==> config.mk <==
export PLATFORM = sky130hd
export DESIGN_NAME = bif_sync_pipe
export DESIGN_NICKNAME = d
export VERILOG_FILES = /design/src/rtl/bif_sync_pipe.sv
export SDC_FILE = /design/constraint.sdc
export NUM_CORES = 1
export LEC_CHECK = 0
export CAP_MARGIN = 10
export CORE_ASPECT_RATIO = 0.8
export CORE_UTILIZATION = 65
export DETAILED_ROUTE_END_ITERATION = 16
export DONT_BUFFER_PORTS = 1
export MAX_ROUTING_LAYER = met4
export PLACE_DENSITY = 0.81
export SYNTH_ARGS = -nofsm -noshare
export SYNTH_HDL_FRONTEND = slang
export SYNTH_SLANG_ARGS = --single-unit
==> constraint.sdc <==
create_clock -name OSC -period 4.15 [get_ports OSC]
set_clock_uncertainty 0.15 [all_clocks]
set_input_delay 1.245 -clock OSC [delete_from_list [all_inputs] [get_ports OSC]]
set_output_delay 1.245 -clock OSC [all_outputs]
set_load 0.05 [all_outputs]
==> src/rtl/bif_sync_pipe.sv <==
// Bus-interface synchroniser: a per-channel shift pipeline with exported taps, an optional
// 3-stage majority filter, edge pulses, a freeze hold and a stretched master reset.
`timescale 1ns/1ps
module bif_sync_pipe #(
  parameter int CHANNELS = 10,
  parameter int DEPTH    = 3,
  parameter int FILTER   = 0,
  parameter int MR_HOLD  = 4
) (
  input  logic                      OSC,
  input  logic                      CLEAR_n,
  input  logic [CHANNELS-1:0]       D_n,
  input  logic                      FREEZE,
  output logic [CHANNELS*DEPTH-1:0] TAP_n,
  output logic [CHANNELS-1:0]       FILT_n,
  output logic [CHANNELS-1:0]       ASSERT_P,
  output logic [CHANNELS-1:0]       DEASSERT_P,
  output logic                      MR_n
);

  localparam int TW = CHANNELS * DEPTH;
  localparam int CW = (MR_HOLD < 1) ? 1 : $clog2(MR_HOLD + 1);
  localparam logic [CW-1:0] MR_HOLD_C = CW'(MR_HOLD);

  generate
    if (CHANNELS < 1 || DEPTH < 1 || (FILTER == 1 && DEPTH < 3)) begin : g_bad_params
      $error("bif_sync_pipe: illegal CHANNELS/DEPTH/FILTER combination");
    end
  endgenerate

  logic [TW-1:0]       tap_q, tap_d;
  logic [CHANNELS-1:0] filt_q, filt_d;
  logic [CHANNELS-1:0] hist_q, hist_d;
  logic [CHANNELS-1:0] filt_src;
  logic [CW-1:0]       mr_cnt_q, mr_cnt_d;
  logic                mr_n_q, mr_n_d;

  // Stage k of every channel lives in one CHANNELS-wide slice, matching the TAP_n layout.
  generate
    if (FILTER == 1 && DEPTH >= 3) begin : g_maj
      logic [CHANNELS-1:0] s_a, s_b, s_c;
      assign s_a      = tap_q[(DEPTH-1)*CHANNELS +: CHANNELS];
      assign s_b      = tap_q[(DEPTH-2)*CHANNELS +: CHANNELS];
      assign s_c      = tap_q[(DEPTH-3)*CHANNELS +: CHANNELS];
      assign filt_src = (s_a & s_b) | (s_a & s_c) | (s_b & s_c);
    end else begin : g_last
      assign filt_src = tap_q[(DEPTH-1)*CHANNELS +: CHANNELS];
    end
  endgenerate

  always_comb begin
    tap_d  = tap_q;
    filt_d = filt_q;
    hist_d = hist_q;
    if (!FREEZE) begin
      tap_d[CHANNELS-1:0] = D_n;
      for (int k = 1; k < DEPTH; k++) begin
        tap_d[k*CHANNELS +: CHANNELS] = tap_q[(k-1)*CHANNELS +: CHANNELS];
      end
      filt_d = filt_src;
      hist_d = filt_q;
    end
  end

  // MR stretch runs independently of FREEZE and saturates at the hold count.
  always_comb begin
    mr_cnt_d = (mr_cnt_q == MR_HOLD_C) ? mr_cnt_q : mr_cnt_q + CW'(1);
    mr_n_d   = (mr_cnt_d == MR_HOLD_C);
  end

  always_ff @(posedge OSC or negedge CLEAR_n) begin
    if (!CLEAR_n) begin
      tap_q    <= '1;
      filt_q   <= '1;
      hist_q   <= '1;
      mr_cnt_q <= '0;
      mr_n_q   <= 1'b0;
    end else begin
      tap_q    <= tap_d;
      filt_q   <= filt_d;
      hist_q   <= hist_d;
      mr_cnt_q <= mr_cnt_d;
      mr_n_q   <= mr_n_d;
    end
  end

  // Held history keeps a pending edge alive through FREEZE; it pulses once on release.
  assign TAP_n      = tap_q;
  assign FILT_n     = filt_q;
  assign ASSERT_P   = hist_q & ~filt_q & ~{CHANNELS{FREEZE}};
  assign DEASSERT_P = ~hist_q & filt_q & ~{CHANNELS{FREEZE}};
  assign MR_n       = mr_n_q;

endmodule
==> Word level (Yosys, flattened, before mapping) <==
Index checks and enable logic that the tools add are counted.
{ "word_totals": {"register_bits": 54, "inputBits": 13, "output_inout_bits": 61} }
{ "classes": {"mux": 1, "bitwise_logic": 7, "add_sub_neg": 1, "eq_ne": 2} }
{ "ops": {"columns": ["cell", "n"], "rows": [
  ["$and 10x10->10", 4],
  ["$not 10->10", 3],
  ["$eq 3x3->1 const B", 2],
  ["$add 3x1->3 const B", 1],
  ["$mux 3", 1]
]} }

==> Depth between registers and ports, before layout <==
{ "logic_depth": {"depth_word": 3, "depth_mapped": 5, "ltp_nobuf": 4} }

==> Worst setup path after synthesis <==
No wires, ideal clock.
{ "synth_path": {"path_type": "input -> output", "from": "input port FREEZE", "to": "output port ASSERT_P[0]", "required_time_ns": 2.755, "n_path_buf": 2, "path_slack_ns": -0.003, "arrival_time_ns": 2.758, "path_stages": 3, "cell_sequence": "buf_2 -> clkbuf_1 -> nor3b_1"} }
{ "synth_between": {"elab_chain_len": 2} }
{ "synth_rtl": {"columns": ["element", "line", "rtl"], "rows": [
  ["from (decl)", "13", "input logic FREEZE,"],
  ["$not 10->10", "90", "assign ASSERT_P = hist_q & ~filt_q & ~{CHANNELS{FREEZE}};"],
  ["$and 10x10->10", "90", null],
  ["to (decl)", "16", "output logic [CHANNELS-1:0] ASSERT_P,"]
]} }
No other way between the ends.

==> Worst setup path after layout <==
{ "layout_path": {"from": "input port FREEZE", "to": "output port DEASSERT_P[5]"} }
{ "layout_between": {"elab_chain_len": 2} }
{ "layout_rtl": {"columns": ["element", "line", "rtl"], "rows": [
  ["$not 10->10", "91", "assign DEASSERT_P = ~hist_q & filt_q & ~{CHANNELS{FREEZE}};"],
  ["$and 10x10->10", "91", null],
  ["to (decl)", "17", "output logic [CHANNELS-1:0] DEASSERT_P,"]
]} }
No other way between the ends.

==> flow_metrics.py <==
metrics = {
    "outcome": {
        "status": "completed",
    },
    "route": {
        "avgRoutedWirePerCell_um": 16.6,
        "route.met3.wl_um": 377,
        "routed.top_layer": "met4",
        "postRouteAntennaNets": 0,
        "drc_errors": 0,
        "drt_iter0_markers": 69,
        "drtPass1Iterations": 4,
        "routed_wirelength_um": 3740,
        "dr_total_vias": 1259,
        "avgViaCountPerCell": 5.60,
        "wl_met2_um": 1720,
        "wl_met1_um": 1610,
    },
    "synth": {
        "ys_seq_elements": 54,
        "synth.net_count": 180,
        "synthCells": 165,
        "seq_area_frac_synth": 0.628,
        "netlist_area_um2": 2250,
        "synth_area_per_cell_um2": 13.6,
        "yosys_warnings": 0,
        "ys_types": 17,
    },
    "sta": {
        "worst_slew_margin_rel": 0.706,
        "worst_pin_slew_ns": 0.442,
        "final-max-slew-violation-count": 0,
        "finalHoldViolCount": 0,
        "clock.fmax_mhz": 316,
        "finalWorstSetupSlack_ns": 0.990,
        "finalSetupViolations": 0,
        "final.period_utilization": 0.761,
        "rsz0062_at_grt": "no",
        "period_needed_ns": 3.16,
        "holdWs_ns": 0.325,
    },
    "global_routing": {
        "grt_max_degree": 71,
        "overflow": 0,
        "grt_pass1_vias": 1191,
        "grt_pass1_wl_um": 5410,
        "grtUsageTotal": 0.217,
        "antenna_found_initial": 0,
    },
    "clock_network": {
        "postCtsSetupBuffers": 0,
        "cts_tree": "built",
        "cts_buffers": 5,
        "worstSkewPairLatency_ns": 0.29,
        "cts_resized": 0,
        "path_clk_slew_ns": 0.09,
        "hold_buffers": 0,
        "cts_buffer_depth": 2,
        "htree_num_levels": 2,
        "clockRootBuffer": "clkbuf_8",
        "cts.sinks": 54,
    },
    "min_path": {
        "hold_class": "register to register",
        "hp-start": "hist_q[2]",
        "hold_path_depth": 2,
    },
    "final_layout": {
        "multi_input_area_um2": 838,
        "finalNetCount": 199,
        "fill_cells": 187,
        "area_growth_pct": 13.3,
        "final_layout_size_suffix_gt1_frac": 0.692,
        "seq_area_um2": 1410,
        "diodes": 0,
    },
    "floorplanning": {
        "ioPinCount": 74,
        "die_area_um2": 3700,
        "initial_core_util": 0.704,
        "die_h_um": 54.6,
        "die_w_um": 67.8,
        "rows": 18,
        "coreArea_um2": 3200,
    },
    "worst_setup_path": {
        "crit_start": "FREEZE",
        "worstPathArrival_ns": 1.76,
        "worstSetupPathType": "input port to output port",
        "worstRegToRegCells": 4,
        "critPathMaxFanout": 70,
        "r2r-start": "mr_cnt_q[0]",
        "crit_path_start_kind": "input port",
        "endpoint_kind": "output port",
        "cp.required_ns": 2.75,
        "rrSetupSlack_ns": 2.52,
        "endpoint": "DEASSERT_P[5]",
        "reg2reg_to": "MR_n",
    },
    "placed_design": {
        "port_buffers": 0,
        "place.gp.congestion": 0.604,
        "dpl.hpwl_um": 2630,
        "pre_cts_ws_ns": 1.02,
    },
    "pwr": {
        "irDropWorstVdd_mv": 0.344,
        "finalPower_uw": 1570,
        "p_leak_uw": 0.00107,
        "power.density_nw_per_um2": 616,
    },
    "run": {
        "maxCapViolations": 0,
    },
}
-- flip-flops by register name (all words and copies together) (netlist names) --
register / flops
TAP_n: 30
FILT_n: 10
hist_q: 10
mr_cnt_q: 3
MR_n: 1
-- power by group --
part | leakage (µW) | total (µW) | internal (µW) | switching [µW]
sequential | 0.000571 | 1030 | 692 | 336
clock | 0.0000482 | 288 | 135 | 154
combinational | 0.000451 | 256 | 113 | 143
total | 0.00107 | 1570 | 940 | 632
-- through the flow --
stage	instance area, µm²	utilization	cells	TNS, ns
final	2550	0.798	225	0
after global routing	2550	0.798	225	0
after CTS	2550	0.798	225	0
after detailed placement	2460	0.769	217	0
after global placement	2460	0.769	217	0
after floorplan	2250	-	165	-0.0275
-- worst max-delay path: stages --
cell and delay [ns]:
nand2b_1 0.17, nor2_1 0.12, buf_4 0.21
-- cell usage in the layout, fill, tap and decap left out, drive strengths merged --
| cell | Yosys | layout |
|---|---|---|
| nand2 | 21 | 21 |
| or3b | 1 | 1 |
| buf | 7 | 20 |
| dfrtp | 4 | 4 |
| nand2b | 11 | 11 |
| xnor2 | 1 | 1 |
| dfstp | 50 | 50 |
| clkinv | 0 | 1 |
| nor2b | 1 | 1 |
| a311oi | 1 | 1 |
| clkbuf | 1 | 7 |
| ha | 2 | 2 |
| inv | 2 | 2 |
| a21oi | 2 | 2 |
| mux2 | 40 | 40 |
| nor2 | 11 | 11 |
| nor3b | 10 | 10 |
-- cell type report --
cell class                 count  share of cell area
clock inverter                 1             0.00196
inverter                       2             0.00294
multi-input combinational    101               0.329
sequential                    54               0.554
clock buffer                   7              0.0338
tap                           40              0.0196
timing repair buffer          20              0.0589
-- cell usage after synthesis --
library cell  number  area, µm²
a21oi_1            2       10.0
dfstp_2           50       1310
nand2_1           21       78.8
buf_2              6       30.0
nor2_1            11       41.3
ha_1               2       25.0
nand2b_1          11       68.8
mux2_2            40        450
inv_1              2       7.51
buf_4              1       7.51
nor2b_1            1       6.26
or3b_1             1       8.76
a311oi_2           1       15.0
nor3b_1           10       75.1
dfrtp_1            4        100
clkbuf_1           1       3.75
xnor2_1            1       8.76
-- worst min-delay path by stage --
stage | endpoint | slack, ns
3_3_place_gp | hist_q[9] | 0.31
6_report | hist_q[2] | 0.32
2_1_floorplan | hist_q[0] | 0.30
4_1_cts | hist_q[2] | 0.32
5_1_grt | hist_q[2] | 0.33
3_5_place_dp | hist_q[2] | 0.31
-- per-layer routing --
| metal | up-vias | GRT usage |
|---|---|---|
| met1 | 610 | 0.262 |
| met2 | 53 | 0.333 |
| met3 | 4 | 0.108 |
| met4 | 0 | 0.0417 |
| met5 | - | - |
| li1 | 592 | - |
-- logic make-up after synthesis --
logic type | after synthesis | synth area share
simple gates | 55 | 0.124
flops | 54 | 0.628
mux | 40 | 0.200
buf+inv | 10 | 0.0217
compound gates | 3 | 0.0111
fa+ha+maj | 2 | 0.0111
xor+xnor | 1 | 0.00389
No activity file was read; power rests on OpenSTA's default activity.
